## src/rtl/sprite_motion_ctrl_pkg.sv

```systemverilog
// sprite_pkg: shared definitions for the sprite motion controller.
//   - state_t   : controller FSM states (IDLE, CALC_X, CALC_Y, PUBLISH)
//   - DIR_POS / DIR_NEG : per-axis direction encoding (0 = +, 1 = -)
//   - DEF_*     : default geometry and speed constants
package sprite_pkg;

  typedef enum logic [1:0] {
    IDLE    = 2'd0,
    CALC_X  = 2'd1,
    CALC_Y  = 2'd2,
    PUBLISH = 2'd3
  } state_t;

  localparam logic DIR_POS = 1'b0;
  localparam logic DIR_NEG = 1'b1;

  localparam int DEF_BOX_W   = 50;
  localparam int DEF_BOX_H   = 50;
  localparam int DEF_DRAW_W  = 640;
  localparam int DEF_DRAW_H  = 480;
  localparam int DEF_INIT_XS = 1;
  localparam int DEF_INIT_YS = 1;
  localparam int DEF_SPD_W   = 4;

  localparam int POS_W = 16;

endpackage

```

## src/rtl/sprite_motion_ctrl_axis_step.sv

```systemverilog
// axis_step: combinational next-position for one axis of the bouncing box.
// Optional build macro: SPRITE_MOTION_WRAP_EN (edges wrap instead of reflect).
// Ports:
//   pos   in  16     current origin on this axis
//   spd   in  SPD_W  pixels per frame (0 = no motion, no hit)
//   dir   in  1      current direction (DIR_POS / DIR_NEG)
//   limit in  16     largest legal origin (drawable size - box size)
//   npos  out 16     next origin
//   ndir  out 1      next direction
//   hit   out 1      edge reached this step (reflect or wrap)
module axis_step
  import sprite_pkg::*;
#(
  parameter int SPD_W = DEF_SPD_W
) (
  input  logic [POS_W-1:0] pos,
  input  logic [SPD_W-1:0] spd,
  input  logic             dir,
  input  logic [POS_W-1:0] limit,
  output logic [POS_W-1:0] npos,
  output logic             ndir,
  output logic             hit
);

  // Comparisons are done one bit wider so pos + spd can never wrap.
  logic [POS_W-1:0] spd16;
  logic [POS_W:0]   pos_e;
  logic [POS_W:0]   spd_e;
  logic [POS_W:0]   lim_e;
  logic [POS_W:0]   sum_e;
  logic [POS_W-1:0] diff16;

  assign spd16  = {{(POS_W-SPD_W){1'b0}}, spd};
  assign pos_e  = {1'b0, pos};
  assign spd_e  = {1'b0, spd16};
  assign lim_e  = {1'b0, limit};
  assign sum_e  = pos_e + spd_e;
  assign diff16 = pos - spd16;

`ifdef SPRITE_MOTION_WRAP_EN
  // Both results are small non-negative values once the wrap condition
  // holds, so 16-bit modular arithmetic gives the exact answer.
  logic [POS_W-1:0] wrap_hi;
  logic [POS_W-1:0] wrap_lo;
  assign wrap_hi = pos + spd16 - limit - 16'd1;
  assign wrap_lo = limit + 16'd1 - (spd16 - pos);
`endif

  always_comb begin
    npos = pos;
    ndir = dir;
    hit  = 1'b0;
    if (spd != '0) begin
`ifdef SPRITE_MOTION_WRAP_EN
      if (dir == DIR_POS) begin
        if (sum_e > lim_e) begin
          npos = wrap_hi;
          hit  = 1'b1;
        end else begin
          npos = sum_e[POS_W-1:0];
        end
      end else begin
        if (pos_e < spd_e) begin
          npos = wrap_lo;
          hit  = 1'b1;
        end else begin
          npos = diff16;
        end
      end
`else
      if (dir == DIR_POS) begin
        if (sum_e >= lim_e) begin
          npos = limit;
          ndir = DIR_NEG;
          hit  = 1'b1;
        end else begin
          npos = sum_e[POS_W-1:0];
        end
      end else begin
        // Landing exactly on 0 also counts as touching the edge.
        if (pos_e <= spd_e) begin
          npos = '0;
          ndir = DIR_POS;
          hit  = 1'b1;
        end else begin
          npos = diff16;
        end
      end
`endif
    end
  end

endmodule

```

## src/rtl/sprite_motion_ctrl.sv

```systemverilog
// sprite_motion_ctrl: frame-synchronous motion controller for the bouncing
// picture box. The origin advances once per frame on the rising edge of the
// synchronised vsync and is published atomically 4 cycles after that tick.
// Optional build macro: SPRITE_MOTION_WRAP_EN (handled inside axis_step).
// Ports:
//   clk        in   pixel clock
//   rst        in   asynchronous active-high reset
//   vsync      in   raw vertical sync, active-high
//   cfg_valid  in   speed/pause request
//   cfg_ready  out  high only while idle; accept = cfg_valid & cfg_ready
//   cfg_xs     in   requested x speed
//   cfg_ys     in   requested y speed
//   cfg_pause  in   1 = freeze motion
//   box_x      out  published origin x
//   box_y      out  published origin y
//   pos_upd    out  one-cycle pulse when the published origin changes
//   hit_x      out  one-cycle pulse, x edge reached this frame
//   hit_y      out  one-cycle pulse, y edge reached this frame
module sprite_motion_ctrl
  import sprite_pkg::*;
#(
  parameter int BOX_W   = DEF_BOX_W,
  parameter int BOX_H   = DEF_BOX_H,
  parameter int DRAW_W  = DEF_DRAW_W,
  parameter int DRAW_H  = DEF_DRAW_H,
  parameter int INIT_XS = DEF_INIT_XS,
  parameter int INIT_YS = DEF_INIT_YS,
  parameter int SPD_W   = DEF_SPD_W
) (
  input  logic             clk,
  input  logic             rst,
  input  logic             vsync,
  input  logic             cfg_valid,
  output logic             cfg_ready,
  input  logic [SPD_W-1:0] cfg_xs,
  input  logic [SPD_W-1:0] cfg_ys,
  input  logic             cfg_pause,
  output logic [15:0]      box_x,
  output logic [15:0]      box_y,
  output logic             pos_upd,
  output logic             hit_x,
  output logic             hit_y
);

  localparam logic [POS_W-1:0] LIM_X = POS_W'(DRAW_W - BOX_W);
  localparam logic [POS_W-1:0] LIM_Y = POS_W'(DRAW_H - BOX_H);

  state_t state_reg, state_next;

  logic vs_meta_reg, vs_sync_reg, vs_prev_reg;
  logic tick;
  logic frame_start;
  logic cfg_accept;

  logic [SPD_W-1:0] xs_reg, ys_reg;
  logic             pause_reg;
  logic [SPD_W-1:0] sh_xs_reg, sh_ys_reg;
  logic             sh_pause_reg;
  logic             pend_reg;

  logic             dir_x_reg, dir_y_reg;
  logic [POS_W-1:0] nx_reg, ny_reg;
  logic             hx_reg, hy_reg;

  logic [POS_W-1:0] box_x_reg, box_y_reg;
  logic             pos_upd_reg, hit_x_reg, hit_y_reg;

  // Per-axis step units: index 0 = x, index 1 = y.
  logic [POS_W-1:0] ax_pos  [2];
  logic [SPD_W-1:0] ax_spd  [2];
  logic             ax_dir  [2];
  logic [POS_W-1:0] ax_lim  [2];
  logic [POS_W-1:0] ax_npos [2];
  logic             ax_ndir [2];
  logic             ax_hit  [2];

  assign ax_pos[0] = box_x_reg;
  assign ax_spd[0] = xs_reg;
  assign ax_dir[0] = dir_x_reg;
  assign ax_lim[0] = LIM_X;
  assign ax_pos[1] = box_y_reg;
  assign ax_spd[1] = ys_reg;
  assign ax_dir[1] = dir_y_reg;
  assign ax_lim[1] = LIM_Y;

  generate
    for (genvar gi = 0; gi < 2; gi++) begin : g_axis
      axis_step #(
        .SPD_W (SPD_W)
      ) u_step (
        .pos   (ax_pos[gi]),
        .spd   (ax_spd[gi]),
        .dir   (ax_dir[gi]),
        .limit (ax_lim[gi]),
        .npos  (ax_npos[gi]),
        .ndir  (ax_ndir[gi]),
        .hit   (ax_hit[gi])
      );
    end
  endgenerate

  // Frame tick: rising edge of the second synchroniser stage.
  assign tick       = vs_sync_reg & ~vs_prev_reg;
  assign cfg_accept = cfg_valid & cfg_ready;

  always_ff @(posedge clk or posedge rst) begin
    if (rst) begin
      state_reg <= IDLE;
    end else begin
      state_reg <= state_next;
    end
  end

  always_comb begin
    state_next  = state_reg;
    cfg_ready   = 1'b0;
    frame_start = 1'b0;
    case (state_reg)
      IDLE: begin
        cfg_ready = 1'b1;
        if (tick) begin
          frame_start = 1'b1;
          state_next  = CALC_X;
        end
      end
      CALC_X:  state_next = CALC_Y;
      CALC_Y:  state_next = PUBLISH;
      PUBLISH: state_next = IDLE;
      default: state_next = IDLE;
    endcase
  end

  always_ff @(posedge clk or posedge rst) begin
    if (rst) begin
      vs_meta_reg  <= 1'b0;
      vs_sync_reg  <= 1'b0;
      vs_prev_reg  <= 1'b0;
      xs_reg       <= SPD_W'(INIT_XS);
      ys_reg       <= SPD_W'(INIT_YS);
      pause_reg    <= 1'b0;
      sh_xs_reg    <= '0;
      sh_ys_reg    <= '0;
      sh_pause_reg <= 1'b0;
      pend_reg     <= 1'b0;
      dir_x_reg    <= DIR_POS;
      dir_y_reg    <= DIR_POS;
      nx_reg       <= '0;
      ny_reg       <= '0;
      hx_reg       <= 1'b0;
      hy_reg       <= 1'b0;
      box_x_reg    <= '0;
      box_y_reg    <= '0;
      pos_upd_reg  <= 1'b0;
      hit_x_reg    <= 1'b0;
      hit_y_reg    <= 1'b0;
    end else begin
      vs_meta_reg <= vsync;
      vs_sync_reg <= vs_meta_reg;
      vs_prev_reg <= vs_sync_reg;

      pos_upd_reg <= 1'b0;
      hit_x_reg   <= 1'b0;
      hit_y_reg   <= 1'b0;

      // A request accepted in the very cycle of the tick is applied to that
      // frame directly rather than waiting a whole frame in the shadow.
      if (cfg_accept && !frame_start) begin
        sh_xs_reg    <= cfg_xs;
        sh_ys_reg    <= cfg_ys;
        sh_pause_reg <= cfg_pause;
        pend_reg     <= 1'b1;
      end

      case (state_reg)
        IDLE: begin
          if (frame_start) begin
            if (cfg_accept) begin
              xs_reg    <= cfg_xs;
              ys_reg    <= cfg_ys;
              pause_reg <= cfg_pause;
            end else if (pend_reg) begin
              xs_reg    <= sh_xs_reg;
              ys_reg    <= sh_ys_reg;
              pause_reg <= sh_pause_reg;
            end
            pend_reg <= 1'b0;
          end
        end
        CALC_X: begin
          if (pause_reg) begin
            nx_reg <= box_x_reg;
            hx_reg <= 1'b0;
          end else begin
            nx_reg    <= ax_npos[0];
            dir_x_reg <= ax_ndir[0];
            hx_reg    <= ax_hit[0];
          end
        end
        CALC_Y: begin
          if (pause_reg) begin
            ny_reg <= box_y_reg;
            hy_reg <= 1'b0;
          end else begin
            ny_reg    <= ax_npos[1];
            dir_y_reg <= ax_ndir[1];
            hy_reg    <= ax_hit[1];
          end
        end
        PUBLISH: begin
          box_x_reg   <= nx_reg;
          box_y_reg   <= ny_reg;
          pos_upd_reg <= (nx_reg != box_x_reg) || (ny_reg != box_y_reg);
          hit_x_reg   <= hx_reg;
          hit_y_reg   <= hy_reg;
        end
        default: ;
      endcase
    end
  end

  assign box_x   = box_x_reg;
  assign box_y   = box_y_reg;
  assign pos_upd = pos_upd_reg;
  assign hit_x   = hit_x_reg;
  assign hit_y   = hit_y_reg;

endmodule

```

## config.mk

```make
export PLATFORM = sky130hd
export DESIGN_NAME = sprite_motion_ctrl
export DESIGN_NICKNAME = d
export VERILOG_FILES = /design/src/rtl/sprite_motion_ctrl_pkg.sv /design/src/rtl/sprite_motion_ctrl_axis_step.sv /design/src/rtl/sprite_motion_ctrl.sv
export SDC_FILE = /design/constraint.sdc
export NUM_CORES = 1
export LEC_CHECK = 0
export ABC_AREA = 1
export CAP_MARGIN = 20
export CORE_MARGIN = 2
export CORE_UTILIZATION = 54
export DETAILED_ROUTE_END_ITERATION = 10
export HOLD_SLACK_MARGIN = 0.12
export PLACE_DENSITY = 0.77
export SLEW_MARGIN = 5
export SYNTH_ARGS = -nofsm -noshare
export SYNTH_HDL_FRONTEND = slang
export SYNTH_SLANG_ARGS = --single-unit
```

## constraint.sdc

```tcl
create_clock -name clk -period 3.15 [get_ports clk]
set_input_delay 0.63 -clock clk [delete_from_list [all_inputs] [get_ports clk]]
set_output_delay 0.63 -clock clk [all_outputs]
set_load 0.02 [all_outputs]
```

# After elaboration in Yosys (flattened, before gate mapping)
# Index checks and enable logic that the tools add are counted.
[word_totals]
regBits = 95
inputBits = 13
out_inout_bits = 36
[op_classes]
n_addsub = 4
n_lt_le_gt_ge = 4
n_eq_ne = 6
mux = 41
n_bitwise = 4
n_reduce_logical = 10
[op_table]
columns = ["operator", "count"]
rows = [
  ["$mux 16", 10],
  ["$add 16x4->17", 2],
  ["$le 16x4->1", 2],
  ["$ne 16x16->1", 2],
  ["$sub 16x4->16", 2],
  ["$mux 1", 25],
  ["$ge 17x10->1 const B", 1],
  ["$ge 17x9->1 const B", 1],
  ["$mux 4", 4],
  ["$reduce_and 3->1", 3],
  ["$pmux 2 s4", 1],
  ["$reduce_bool 4->1", 2],
  ["$eq 2x2->1 const B", 2],
  ["$and 1x1->1", 2],
  ["$eq 2x1->1 const B", 1],
  ["$logic_not 2->1", 1],
  ["$mux 2", 1],
  ["$ne 2x2->1 const B", 1],
  ["$not 1->1", 2],
  ["$reduce_bool 2->1", 1],
  ["$logic_and 1x1->1", 1],
  ["$logic_not 1->1", 1],
  ["$logic_or 1x1->1", 1],
]

# Longest topological paths before layout
[depth]
depth_word = 9
ltp_mapped = 19
depth_no_buf = 18

# Cells and area by module
# From an unflattened synthesis, not the netlist that was laid out.
[hier_totals]
cells_unflattened = 1332
area_unflattened_um2 = 8697.1
[by_module_without_submodules]
columns = ["module", "instances", "cells_per_inst", "area_per_inst_um2"]
rows = [
  ["sprite_motion_ctrl", 1, 554, 4513.1],
  ["axis_step", 2, 389, 2092.0],
]

# Worst setup path before layout
# No wires, ideal clock.
[synth_path]
path_type = "register -> register"
start = "register box_x_reg[0], in the netlist box_x[0]"
end = "register nx_reg[8]"
setup_time_ns = 0.117
t_arrival_ns = 2.208
t_required_ns = 3.033
setup_slack_ns = 0.826
path_stages_with_launch = 18
cell_sequence = "dfrtp_1 inv_1 ha_1 inv_1 fa_1 nand2_1 a21oi_2 nor2_2 inv_2 a211oi_1 nor2_1 buf_4 nand3_1 nand2_1 inv_1 o21ai_1 nand2_1 nand2_1"
[synth_via]
elab_chain_cells = 6
elab_cells_between_ends = 9
classes_between = "add/sub (2); order compare (2); mux (5)"
[synth_lines]
columns = ["element", "line_no", "text"]
rows = [
  ["start: declaration", "sprite_motion_ctrl.sv:65", "logic [POS_W-1:0] box_x_reg, box_y_reg;"],
  ["start signal: assignment", "sprite_motion_ctrl.sv:210", "box_x_reg <= nx_reg;"],
  ["$add 16x4->17", "sprite_motion_ctrl_axis_step.sv:37", "assign sum_e = pos_e + spd_e;"],
  ["$ge 17x10->1", "sprite_motion_ctrl_axis_step.sv:72", "if (sum_e >= lim_e) begin"],
  ["$mux 16", "sprite_motion_ctrl_axis_step.sv:72", ""],
  ["$mux 16 (*)", "sprite_motion_ctrl_axis_step.sv:71", "if (dir == DIR_POS) begin"],
  ["$mux 16 (*)", "sprite_motion_ctrl_axis_step.sv:53", "if (spd != '0) begin"],
  ["$mux 16 (*)", "sprite_motion_ctrl.sv:190", "if (pause_reg) begin"],
  ["end signal: assignment", "sprite_motion_ctrl.sv:191", "nx_reg <= box_x_reg;"],
  ["end signal: assignment", "sprite_motion_ctrl.sv:194", "nx_reg <= ax_npos[0];"],
  ["end: declaration", "sprite_motion_ctrl.sv:62", "logic [POS_W-1:0] nx_reg, ny_reg;"],
]
# Every way passes the cells marked *; elsewhere a longest branch is shown, timed or not.
# A chain may end at the register's enable or synchronous reset.

# Final worst setup path
[layout_path]
start = "register box_x_reg[0], in the netlist box_x[0]"
end = "register nx_reg[4]"
# The elaborated chain is that of the path after synthesis.

==> out/metrics.csv <==
metric,value,unit
status,completed,
r2r worst-path depth,17,
worst skew pair latency,0.35,ns
worst r2r src,box_x[0]$_DFFE_PP0P_,
multiplexer share of the synthesized area,0,%
hold worst-path end,vs_sync_reg$_DFF_PP0_,
post-synth cell types,44,
crit path max fanout,8,
Avg Vias per Cell,5.34,
Post-Route Utilization,61.7,%
asr flop ratio synth,100,%
Initial DRC Count,542,
row cnt,41,
Max-slew headroom,36.2,%
Yosys reg bits,95,
Max Freq,0.391,GHz
clk sinks,95,
Setup TNS Final,0,ns
worst-path cell chain,inv_1 -> ha_1 -> inv_1 -> fa_1 -> nand2_1 -> a21oi_2 -> nor2_2 -> inv_2 -> a211oi_1 -> nor2_1 -> buf_4 -> inv_2 -> o21ai_0 -> inv_1 -> o21ai_1 -> nand2_1 -> nand2_1,
H-tree lvl count,3,
post-synthesis sequential area ratio,34.3,%
hold slack,0.351,ns
Critical-path top delay cell,dfrtp_1,
Via Count,6452,
first-pass GRT wire length,28300,µm
drt first pass iters,6,
die footprint,13800,µm²
hold buffers post-CTS,0,
simple-gate portion of the synthesized area,33.4,%
synthesis-to-finish area growth,11.8,%
Max rail drop VDD,0.592,mV
number of enable flip-flop cells after synthesis,0,
Pleak,0.00374,µW
final wirelength,17000,µm
Hold Fails Final Rpt,0,
Die Span Y,117,µm
max_cap viols,0,
R2R Path End,nx_reg[4]$_DFFE_PP0N_,
Setup Skew,0.00818,ns
RSZ-0062 raised after global routing,no,
R2R Setup Slk,0.59,ns
CP Class,reg -> reg,
Synth Area in Compound Gates,12.5,%
CTS tree,built,
WP data arrival,2.80,ns
"commonest non-fill, non-tap cell in the layout",nand2_1,
CP bufs+invs,6,
cell family with most CP delay,buffers and inverters,
CP Capture Type,flop,
Die W,117,µm
Final ANT Viol Nets,0,
Yosys warnings,0,
adder-cell share of the synthesized area,4.77,%
initial antenna violation count,0,
vias in the first global route,5813,
maximum buffer depth of the clock tree,2,
core area,12600,µm²
final setup violation count,0,
gr ovfl total,0,
hpwl dp,12500,µm
Hold Crit Depth,0,
most frequent cells in the layout,"312 x nand2_1, 103 x inv_1, 93 x dfrtp_1",
CP Data Required Time,3.39,ns
hold_sp,vs_meta_reg$_DFF_PP0_,
largest incremental delay on the critical path,0.41,ns
Tot GR Track Use,26.1,%
Placer Congestion,0.962,
"Clk pin slew, worst setup/hold paths",0.07,ns
HP Class,reg -> reg,
startpoint types,flop,
minimum clock period,2.56,ns
largest net degree at the start of global routing,49,
Slew @ Worst Pin,0.955,ns
Post-CTS Setup Inserts,0,
Syn Nets,1046,
drt drc,0,
fin. max-slew vios,0,
share of layout cells above drive strength 1,8.20,%
Num CTS Buffers,9,
post-synthesis area per instance,6.87,µm²
Final Cycle Share,81.1,%
Post-layout nets,1069,
PwrDens,1130,nW/µm²
"Top FF cell, synth",dfrtp_1,
root buffer cell,clkbuf_16,
num ports,49,
Port Buffers,48,
Syn Inst Count,1009,
Initial Util,55.1,%
XOR/XNOR share of the synthesized area,4.93,%
ANT cells,0,
main combinational cell family by area after synthesis,simple AND/OR/NAND/NOR gates,
post-synthesis cell area,6930,µm²
DR WL/cell,14.1,µm
PostCTS Resize Cnt,0,
-- cell usage after synthesis, types with 3 or more instances --
| cell type | count | area [µm²] |
|---|---|---|
| nand3_1 | 69 | 345 |
| a31oi_1 | 4 | 25.0 |
| a21oi_2 | 5 | 43.8 |
| nor2_2 | 8 | 50.1 |
| ha_1 | 20 | 250 |
| inv_2 | 11 | 41.3 |
| nand4_1 | 16 | 100 |
| fa_1 | 4 | 80.1 |
| clkbuf_1 | 21 | 78.8 |
| nand2_2 | 9 | 56.3 |
| a21oi_1 | 39 | 195 |
| o21bai_1 | 3 | 22.5 |
| buf_4 | 12 | 90.1 |
| nor2_4 | 5 | 56.3 |
| o21ai_1 | 10 | 50.1 |
| nor3_1 | 8 | 40.0 |
| xor2_1 | 19 | 166 |
| nand2_4 | 4 | 45.0 |
| nand3_2 | 4 | 40.0 |
| inv_1 | 104 | 390 |
| dfrtp_1 | 93 | 2330 |
| xnor2_1 | 20 | 175 |
| o211ai_1 | 6 | 45.0 |
| nand2_1 | 312 | 1170 |
| o21ai_0 | 82 | 410 |
| nor4_1 | 4 | 25.0 |
| or2_2 | 3 | 18.8 |
| buf_2 | 10 | 50.1 |
| nor2_1 | 78 | 293 |
| o22ai_1 | 6 | 37.5 |
-- routing by layer --
metal	track usage (%)	part of all wire [%]	vias to the layer above
met2	40.2	44	217
met3	3.96	6.3	34
met5	0	0	-
met1	37.7	48	2939
li1	-	-	3262
met4	8.63	2.6	0
-- power breakdown --
group	internal (µW)	switching (µW)	total, µW
combinational	1900	3280	5180
clock	551	519	1070
sequential	1750	724	2470
total	4200	4520	8720
-- per-stage QoR --
step	cell area (µm²)	setup slack [ns]	instances	total power, µW
floorplan	6930	0.0463	1009	6260
global placement	7470	0.635	1193	7510
CTS	7750	0.603	1209	8700
finish	7750	0.595	1209	8720
detailed placement	7470	0.619	1193	7600
global route	7750	0.291	1209	9540
-- cells by family (layout without fill, tap and decap cells) --
| family | count (synthesis) | count (layout) |
|---|---|---|
| compound gates | 159 | 159 |
| simple gates | 527 | 527 |
| xor+xnor | 39 | 39 |
| buf+inv | 165 | 193 |
| flops | 95 | 95 |
| fa+ha+maj | 24 | 24 |
-- how the worst max path moves through the flow --
stage / to / cells after the start / from / slack, ns
floorplan: box_x[0]$_DFFE_PP0P_ / 1 / rst / 0.05
global placement: nx_reg[15]$_DFFE_PP0N_ / 15 / box_x[2]$_DFFE_PP0P_ / 0.63
detailed placement: nx_reg[4]$_DFFE_PP0N_ / 17 / box_x[0]$_DFFE_PP0P_ / 0.62
CTS: nx_reg[4]$_DFFE_PP0N_ / 17 / box_x[0]$_DFFE_PP0P_ / 0.60
global route: nx_reg[12]$_DFFE_PP0N_ / 16 / box_x[0]$_DFFE_PP0P_ / 0.29
finish: nx_reg[4]$_DFFE_PP0N_ / 17 / box_x[0]$_DFFE_PP0P_ / 0.59
-- layout make-up --
type | instances | area [µm²]
fillers | 1192 | 4820
clock buffers | 10 | 229
repair buffers | 57 | 561
clock inverters | 6 | 52.6
flip-flops and latches | 95 | 2380
multi-input cells | 749 | 3850
inverters | 120 | 458
well taps | 172 | 215
-- worst register-to-register path, cell delays in order (launching register included) --
cell and delay, ns:
dfrtp_1 0.41, inv_1 0.14, ha_1 0.16, inv_1 0.06
fa_1 0.38, nand2_1 0.10, a21oi_2 0.07, nor2_2 0.17
inv_2 0.07, a211oi_1 0.19, nor2_1 0.08, buf_4 0.17
inv_2 0.09, o21ai_0 0.09, inv_1 0.09, o21ai_1 0.06
nand2_1 0.05, nand2_1 0.05
(Power assumes the default switching activity.)
